**config.mk**
```make
export PLATFORM = sky130hd
export DESIGN_NAME = fifo_gmii_tx
export DESIGN_NICKNAME = d
export VERILOG_FILES = /design/src/rtl/fifo_gmii_tx.sv
export SDC_FILE = /design/constraint.sdc
export NUM_CORES = 1
export LEC_CHECK = 0
export BUFFER_PORTS_ARGS = -buffer_cell sky130_fd_sc_hd__buf_4
export CORE_MARGIN = 4
export CORE_UTILIZATION = 50
export DETAILED_ROUTE_END_ITERATION = 10
export PLACE_DENSITY = 0.72
export SETUP_SLACK_MARGIN = 0.15
export SLEW_MARGIN = 20
export SYNTH_ARGS = -nofsm -noshare
export SYNTH_HDL_FRONTEND = slang
export SYNTH_SLANG_ARGS = --single-unit
export TNS_END_PERCENT = 1
```
**constraint.sdc**
```tcl
create_clock -name clk -period 5.45 [get_ports clk]
set_clock_uncertainty 0.2 [all_clocks]
set_input_delay 1.09 -clock clk [delete_from_list [all_inputs] [get_ports clk]]
set_output_delay 1.09 -clock clk [all_outputs]
set_load 0.05 [all_outputs]
```
**src/rtl/fifo_gmii_tx.sv**
```systemverilog
// fifo_gmii_tx
// ------------
// Read-side consumer of the 125 MHz Ethernet TX FIFO (32-bit words, normal
// non-show-ahead read mode).
//
// Operation:
// - Waits until a full burst of BURST_WORDS words is buffered.
// - Drains exactly that burst.
// - Serialises it onto GMII as preamble, SFD, payload (MSB byte of each word
//   first), an optional FCS, and then an enforced inter-frame gap.
//
// Optional feature: define FIFO_GMII_TX_FCS_EN to append a CRC-32 FCS. The
// CRC is the reflected 0x04C11DB7 polynomial, init all-ones, final
// complement, and the LSB byte goes out first. Without the macro the FCS
// state and CRC logic are absent, and DATA goes straight to IFG.
//
// Handshake with the FIFO:
// - fifo_rdreq is a one-clock pulse.
// - fifo_q is valid in the cycle after the pulse and is consumed on the
//   following clock edge.
// - No other flow control exists. The start condition guarantees that the
//   whole burst is already buffered.
//
// Ports:
//   clk           125 MHz clock (also the FIFO read clock)
//   aclr          asynchronous active-high reset
//   enable        allows a new frame to start (sampled in IDLE only)
//   fifo_q        FIFO read data
//   fifo_rdempty  FIFO empty flag
//   fifo_rdfull   FIFO full flag (fifo_rdusedw wraps to 0 when full)
//   fifo_rdusedw  FIFO occupancy
//   fifo_rdreq    FIFO read pulse
//   gmii_txd      GMII transmit byte
//   gmii_txen     GMII transmit enable
//   busy          high in every state except IDLE
//   frame_cnt     completed-frame counter, wraps at 16 bits
//   dbg_state     current FSM state (debug observation)
//
// All outputs are registered.
module fifo_gmii_tx #(
  parameter int BURST_WORDS = 15,  // 15..511
  parameter int IFG_CYCLES  = 12   // >= 1
) (
  input  logic        clk,
  input  logic        aclr,
  input  logic        enable,
  input  logic [31:0] fifo_q,
  input  logic        fifo_rdempty,
  input  logic        fifo_rdfull,
  input  logic [8:0]  fifo_rdusedw,
  output logic        fifo_rdreq,
  output logic [7:0]  gmii_txd,
  output logic        gmii_txen,
  output logic        busy,
  output logic [15:0] frame_cnt,
  output logic [2:0]  dbg_state
);

  // IDLE is encoded as 0 so that the reset value of dbg_state reads as idle.
  typedef enum logic [2:0] {
    ST_IDLE = 3'd0,
    ST_PRE  = 3'd1,
    ST_SFD  = 3'd2,
    ST_DATA = 3'd3,
`ifdef FIFO_GMII_TX_FCS_EN
    ST_FCS  = 3'd4,
`endif
    ST_IFG  = 3'd5
  } state_t;

  localparam logic [8:0]  BURST_THR = 9'(BURST_WORDS);
  localparam logic [8:0]  LAST_WORD = 9'(BURST_WORDS - 1);
  localparam logic [15:0] IFG_LAST  = 16'(IFG_CYCLES - 1);

  state_t      state_q, state_d;
  logic [15:0] cnt_q, cnt_d;        // cycle counter for PRE / FCS / IFG
  logic [1:0]  lane_q, lane_d;      // byte lane of the word now on the wire
  logic [8:0]  widx_q, widx_d;      // index of the word now on the wire
  logic [31:0] word_q, word_d;      // word now being serialised
  logic [7:0]  txd_q, txd_d;
  logic        txen_q, txen_d;
  logic        rdreq_q, rdreq_d;
  logic        busy_q, busy_d;
  logic [15:0] frame_cnt_q, frame_cnt_d;
  logic        start;

`ifdef FIFO_GMII_TX_FCS_EN
  logic [31:0] crc_q, crc_d;
  logic [31:0] fcs;

  // One byte of the reflected CRC-32, processed LSB first.
  function automatic logic [31:0] crc_byte(input logic [31:0] crc, input logic [7:0] b);
    logic [31:0] c;
    c = crc ^ {24'h0, b};
    for (int i = 0; i < 8; i++) begin
      c = c[0] ? ((c >> 1) ^ 32'hEDB8_8320) : (c >> 1);
    end
    return c;
  endfunction

  assign fcs = ~crc_q;
`endif

  function automatic logic [7:0] lane_byte(input logic [31:0] w, input logic [1:0] lane);
    logic [7:0] b;
    case (lane)
      2'd0:    b = w[31:24];
      2'd1:    b = w[23:16];
      2'd2:    b = w[15:8];
      default: b = w[7:0];
    endcase
    return b;
  endfunction

  // A full burst is present either by count or by the full flag. The full
  // flag matters because usedw reads 0 at 512 words.
  assign start = enable && (fifo_rdfull || (fifo_rdusedw >= BURST_THR)) && !fifo_rdempty;

  // The next-state logic also computes the outputs for the coming cycle.
  // Because of this, the wire always matches state_q in the same cycle.
  always_comb begin
    state_d     = state_q;
    cnt_d       = cnt_q;
    lane_d      = lane_q;
    widx_d      = widx_q;
    word_d      = word_q;
    txd_d       = 8'h00;
    txen_d      = 1'b0;
    rdreq_d     = 1'b0;
    frame_cnt_d = frame_cnt_q;
`ifdef FIFO_GMII_TX_FCS_EN
    crc_d       = crc_q;
`endif

    case (state_q)
      ST_IDLE: begin
        if (start) begin
          state_d = ST_PRE;
          cnt_d   = 16'd0;
          txd_d   = 8'h55;
          txen_d  = 1'b1;
        end
      end

      ST_PRE: begin
        txen_d = 1'b1;
        if (cnt_q == 16'd6) begin
          state_d = ST_SFD;
          txd_d   = 8'hD5;
        end else begin
          cnt_d   = cnt_q + 16'd1;
          txd_d   = 8'h55;
          // The first read goes out in the 7th preamble cycle. Its data then
          // arrives during SFD.
          rdreq_d = (cnt_q == 16'd5);
        end
      end

      ST_SFD: begin
        state_d = ST_DATA;
        lane_d  = 2'd0;
        widx_d  = 9'd0;
        word_d  = fifo_q;
        txd_d   = fifo_q[31:24];
        txen_d  = 1'b1;
      end

      ST_DATA: begin
        if (lane_q == 2'd3) begin
          if (widx_q == LAST_WORD) begin
`ifdef FIFO_GMII_TX_FCS_EN
            state_d = ST_FCS;
            cnt_d   = 16'd0;
            txd_d   = fcs[7:0];
            txen_d  = 1'b1;
`else
            state_d     = ST_IFG;
            cnt_d       = 16'd0;
            frame_cnt_d = frame_cnt_q + 16'd1;
`endif
          end else begin
            // The next word was read on lane 2, so it is on fifo_q now.
            widx_d = widx_q + 9'd1;
            lane_d = 2'd0;
            word_d = fifo_q;
            txd_d  = fifo_q[31:24];
            txen_d = 1'b1;
          end
        end else begin
          lane_d  = lane_q + 2'd1;
          txd_d   = lane_byte(word_q, lane_q + 2'd1);
          txen_d  = 1'b1;
          rdreq_d = (lane_q == 2'd1) && (widx_q != LAST_WORD);
        end
      end

`ifdef FIFO_GMII_TX_FCS_EN
      ST_FCS: begin
        if (cnt_q == 16'd3) begin
          state_d     = ST_IFG;
          cnt_d       = 16'd0;
          frame_cnt_d = frame_cnt_q + 16'd1;
        end else begin
          cnt_d  = cnt_q + 16'd1;
          txd_d  = lane_byte(fcs, 2'd2 - cnt_q[1:0]);  // LSB first: 7:0, 15:8, ...
          txen_d = 1'b1;
        end
      end
`endif

      ST_IFG: begin
        if (cnt_q == IFG_LAST) begin
          state_d = ST_IDLE;
        end else begin
          cnt_d = cnt_q + 16'd1;
        end
      end

      default: begin
        state_d = ST_IDLE;
      end
    endcase

`ifdef FIFO_GMII_TX_FCS_EN
    // The CRC is seeded when a frame begins. It then absorbs every payload
    // byte at the same time that byte is loaded onto the wire.
    if (state_d == ST_PRE) begin
      crc_d = '1;
    end else if (state_d == ST_DATA) begin
      crc_d = crc_byte(crc_q, txd_d);
    end
`endif

    busy_d = (state_d != ST_IDLE);
  end

  always_ff @(posedge clk or posedge aclr) begin
    if (aclr) begin
      state_q     <= ST_IDLE;
      cnt_q       <= 16'd0;
      lane_q      <= 2'd0;
      widx_q      <= 9'd0;
      word_q      <= 32'd0;
      txd_q       <= 8'h00;
      txen_q      <= 1'b0;
      rdreq_q     <= 1'b0;
      busy_q      <= 1'b0;
      frame_cnt_q <= 16'd0;
`ifdef FIFO_GMII_TX_FCS_EN
      crc_q       <= '1;
`endif
    end else begin
      state_q     <= state_d;
      cnt_q       <= cnt_d;
      lane_q      <= lane_d;
      widx_q      <= widx_d;
      word_q      <= word_d;
      txd_q       <= txd_d;
      txen_q      <= txen_d;
      rdreq_q     <= rdreq_d;
      busy_q      <= busy_d;
      frame_cnt_q <= frame_cnt_d;
`ifdef FIFO_GMII_TX_FCS_EN
      crc_q       <= crc_d;
`endif
    end
  end

  assign fifo_rdreq = rdreq_q;
  assign gmii_txd   = txd_q;
  assign gmii_txen  = txen_q;
  assign busy       = busy_q;
  assign frame_cnt  = frame_cnt_q;
  assign dbg_state  = state_q;

endmodule

```
* Yosys cells after proc, flatten, opt, wreduce, memory -nomap -nowiden
Cells that the tools add are included.
** Cells by class
- Muxes and demuxes :: 34
- $lt $le $gt $ge :: 1
- Reductions and logical operators :: 15
- Equality and inequality tests :: 20
- $add $sub $neg :: 4
** Operators with widths (count)
- $mux 16 :: 5
- $mux 32 :: 2
- $pmux 16 s4 :: 1
- $pmux 32 s2 :: 1
- $add 16x1->16 const B :: 2
- $eq 16x3->1 const B :: 2
- $pmux 8 s4 :: 1
- $mux 8 :: 3
- $pmux 8 s3 :: 1
- $mux 9 :: 2
- $pmux 9 s2 :: 1
- $eq 16x4->1 const B :: 1
- $mux 3 :: 5
- $pmux 3 s5 :: 1
- $ne 2x2->1 const B :: 6
- $add 9x1->9 const B :: 1
- $eq 9x4->1 const B :: 1
- $ge 9x4->1 const B :: 1
- $ne 9x4->1 const B :: 1
- $mux 7 :: 1
- $eq 3x2->1 const B :: 2
- $reduce_and 3->1 :: 2
- $reduce_and 6->1 :: 1
- $mux 1 :: 5
- 20 further kinds :: 25
** Word-level totals
- Logic and storage cells :: 84
- Output and inout port bits :: 30
- Flip-flop bits (word level) :: 89
- Bits of input ports :: 46

* Depth between registers and ports, before layout
- Depth in word-level cells :: 7
- Depth in mapped cells :: 9

* Worst setup path before layout
OpenSTA, ideal clock, no wires.
- Kind :: input port to flip-flop
- From :: in enable
- To :: reg cnt_q[13]
- Setup time :: 0.103 ns
- Required time :: 5.147 ns
- Buffers on the path :: 0
- Stages :: 5
- Setup slack :: 2.823 ns
- Arrival :: 2.323 ns
- Cell sequence :: or2b_2 o311ai_4 o211ai_4 or2_4 o41ai_2
** Between the ends
- Word-level cells in the longest chain between the ends :: 4
** Ends and longest elaborated chain
- from (decl) :: line 46 : input logic enable,
- $logic_and 1x1->1 (2 in a row) :: line 117 : assign start = enable && (fifo_rdfull || (fifo_rdusedw >= BURST_THR)) && !fifo_rdempty;
- $ne 2x2->1 (no source line)
- $reduce_and 6->1 (no source line)
- to (signal assigned) :: line 254 : cnt_q <= cnt_d;
- to (decl) :: line 76 : logic [15:0] cnt_q, cnt_d;
Every way passes these cells.
A chain may end at the register's enable or synchronous reset.

* Final worst setup path
- From :: reg state_q[0] (netlist: dbg_state[0])
- To :: reg cnt_q[3]
** Between the ends
- Word-level cells in the longest chain between the ends :: 3
- Elaborated cells on any way between the ends :: 12
- Classes of those cells :: eq/ne: 8; mux: 1; reduce/logical: 3
** Ends and longest elaborated chain
- from (decl) :: line 75 : state_t state_q, state_d;
- from (signal assigned) :: line 253 : state_q <= state_d;
- $eq 3x3->1 (tied with other cells) :: line 135 : case (state_q)
- $reduce_bool 4->1 (no source line) or $ne 2x2->1 (tied branches)
- $reduce_and 6->1 (no source line)
Several ways; a longest one is shown, not always the timed one.

==> impl_metrics.py <==
metrics = {
    "worst_setup_path": {
        "path_class": "reg -> reg",
        "r2r-start": "dbg_state[0]",
        "endpoint": "cnt_q[3]",
        "cp_max_fo": 19,
        "critical_path_required_ns": 5.49,
        "startpoint_type": "flip-flop",
        "worst-r2r-cell-count": 5,
        "crit_path_start": "dbg_state[0]",
        "end_kind": "flip-flop",
        "rr_endpoint": "cnt_q[3]",
        "critical_path_arrival_ns": 3.29,
        "r2r_slack_ns": 2.20,
    },
    "yosys": {
        "synth-edff-count": 0,
        "synth-warning-count": 0,
        "syn_area_sq_mm": 0.004594,
        "synth_top_family_by_area": "simple AND/OR/NAND/NOR gates",
        "yosysSeqAreaShare_pct": 48.47,
        "yosysUniqueCellTypes": 64,
        "synth-main-ff-cell": "dfrtp_1",
        "synth-async-reset-ratio_pct": 100.0,
        "syn_area_per_cell_sq_um": 9.817,
        "synth_compound_area_share_pct": 15.28,
        "synthSimpleGateAreaFrac_pct": 23.83,
        "synthTopCellsByArea": "dfrtp_1 (48%), nand2_1 (10%), xnor2_1 (3.2%), ha_1 (3.0%), o31ai_1 (2.6%)",
        "synthXorXnorAreaFrac_pct": 4.194,
        "synth_adder_area_share_pct": 2.996,
        "syn_inst": 468,
        "synth_nets": 525,
        "synth.top_cell.area_share_pct": 48.47,
        "yosys-mux-area-fraction_pct": 0.4902,
        "synth.ff_latch_count": 89,
        "yosysTopAreaCell": "dfrtp_1",
    },
    "timing": {
        "rsz0062_at_grt": "no",
        "finalCritPeriodShare_pct": 59.66,
        "whs_ns": 0.2823,
        "worst_slew_pin_slew_ns": 1.085,
        "period_minus_slack_ns": 3.252,
        "final_max_slew_viol_count": 0,
        "setup_tns_ns": 0,
        "setup_viol_count_final": 0,
        "finalHoldViolCount": 0,
        "slew_headroom_pct": 27.65,
        "fin_ws_ns": 2.198,
        "fmax_ghz": 0.3075,
    },
    "cells_and_area": {
        "areaGrowthSynthToFinish_pct": 15.63,
        "layout.nets": 585,
        "post-route-util_pct": 60.04,
        "drive_gt1_share_pct": 22.51,
        "num_antenna_cells": 0,
        "design_area_sq_mm": 0.005313,
        "instances_no_fill": 641,
    },
    "detailed_routing": {
        "ant_nets": 0,
        "vias_per_cell": 5.668,
        "dr.pass1.iters": 5,
        "drc": 0,
        "wl_microns": 10160,
        "dr_total_vias": 3633,
        "drt-wirelength-per-cell_microns": 15.85,
        "drt_iter0_drc": 208,
    },
    "place": {
        "dpl_cell_area_sq_mm": 0.005132,
        "placedCellCount": 625,
        "io_buffers": 75,
        "hpwl_microns": 7035,
        "place.gp.congestion": 0.8194,
        "dp_slack_ns": 2.211,
    },
    "pwr": {
        "ir_drop_mv": 0.1003,
        "power_density_mw_per_mm2": 211.1,
        "power.total_mw": 1.122,
        "p_leak_nw": 2.322,
    },
    "clock_tree": {
        "clock-sinks": 89,
        "clock_path_buffers": 2,
        "root_buffer": "clkbuf_8",
        "post_cts_buffers": 0,
        "clk_latency_ns": 0.36,
        "cts_tree": "yes",
        "clkSlewWorstSetupHoldPaths_ns": 0.09,
        "ctsHoldBuffers": 0,
        "htree_levels": 3,
        "cts_buffers": 9,
        "ctsResizeCount": 0,
    },
    "floorplanning": {
        "rows": 34,
        "initial_utilization_pct": 51.92,
        "core_sq_mm": 0.008848,
        "die_y_microns": 103.9,
        "die_w_microns": 103.9,
        "io_pins": 76,
        "die-area_sq_mm": 0.01079,
    },
    "global_routing": {
        "grt_pass1_vias": 3483,
        "grt_pass1_wl_microns": 16860,
        "gr-usage-met1_pct": 26.32,
        "grt_max_degree": 47,
        "grt_antenna_before_repair": 0,
        "grtUsageTotal_pct": 18.83,
        "grt_use_met3_pct": 3.476,
        "globalRouteMet2Util_pct": 29.06,
        "grt_overflow_total": 0,
        "busiest_layer": "met2",
    },
    "job": {
        "maxCapViolCount": 0,
    },
    "run_status": {
        "outcome": "completed",
    },
    "hold_path": {
        "hold_class": "reg -> reg",
    },
}
[synthesized netlist by cell type, drive strengths merged, types with 4 or more instances]
library cell / count
nand2: 124
dfrtp: 89
nor2: 25
o21ai: 19
o31ai: 17
xnor2: 17
nand3: 15
buf: 14
nand4: 14
clkbuf: 12
ha: 11
inv: 11
nor3: 10
a222oi: 8
nor4: 8
a211oi: 6
a21oi: 5
xor2: 5
a21o: 4
a221o: 4
or2b: 4
[layer usage]
metal	share of wire [%]	up-vias
li1	-	1773
met2	46	77
met5	0	-
met4	2.2	0
met1	48	1764
met3	4.0	19
[worst max-delay path: stages (launching register included)]
cell and delay, ns:
dfrtp_1 0.75, nor2b_1 0.78, or2b_2 0.41, o32ai_4 0.61, or2_4 0.28, o211ai_1 0.10
[layout by cell type (no fill, tap or decap), drive strengths merged, types with 14 or more instances in the layout]
cell type and instances:
buf 76, dfrtp 89, nand2 124, nand3 15, nand4 14, nor2 25, o21ai 19, o31ai 17
xnor2 17
[logic make-up after synthesis]
family | count (synthesis)
AND/OR/NAND/NOR | 222
flip-flops | 89
AO/OA/AOI/OAI | 84
buffers and inverters | 38
XOR/XNOR | 22
adder cells (fa/ha/maj) | 11
multiplexers | 2
[final cells by class]
| cell class | count | area [sq um] |
|---|---|---|
| sequential | 89 | 2227 |
| inverter | 11 | 42.54 |
| tap | 108 | 135.1 |
| clock inverter | 5 | 38.79 |
| clock buffer | 11 | 141.4 |
| timing repair buffer | 76 | 570.5 |
| fill | 786 | 3536 |
| multi-input combinational | 341 | 2157 |
[how the worst min path moves through the flow]
stage               startpoint    endpoint  slack, ns  cells after the start
floorplan           word_q[24]  word_q[24]       0.24                      2
global placement    word_q[30]  word_q[30]       0.26                      2
detailed placement  word_q[21]  word_q[21]       0.26                      2
CTS                 word_q[28]  word_q[28]       0.29                      2
global route        word_q[20]  word_q[20]       0.30                      2
finish               word_q[8]   word_q[8]       0.28                      2
[state kept, by name, summed over array words and instances (netlist names)]
name,count
busy,1
cnt_q,16
dbg_state,3
fifo_rdreq,1
frame_cnt,16
gmii_txd,8
gmii_txen,1
lane_q,2
widx_q,9
word_q,32
[power breakdown]
| part | internal, mW | switching, mW |
|---|---|---|
| registers | 0.660 | 0 |
| clock network | 0.181 | 0.240 |
| logic | 0.0216 | 0.0192 |
Note: power is estimated with default switching activity, not from simulation.
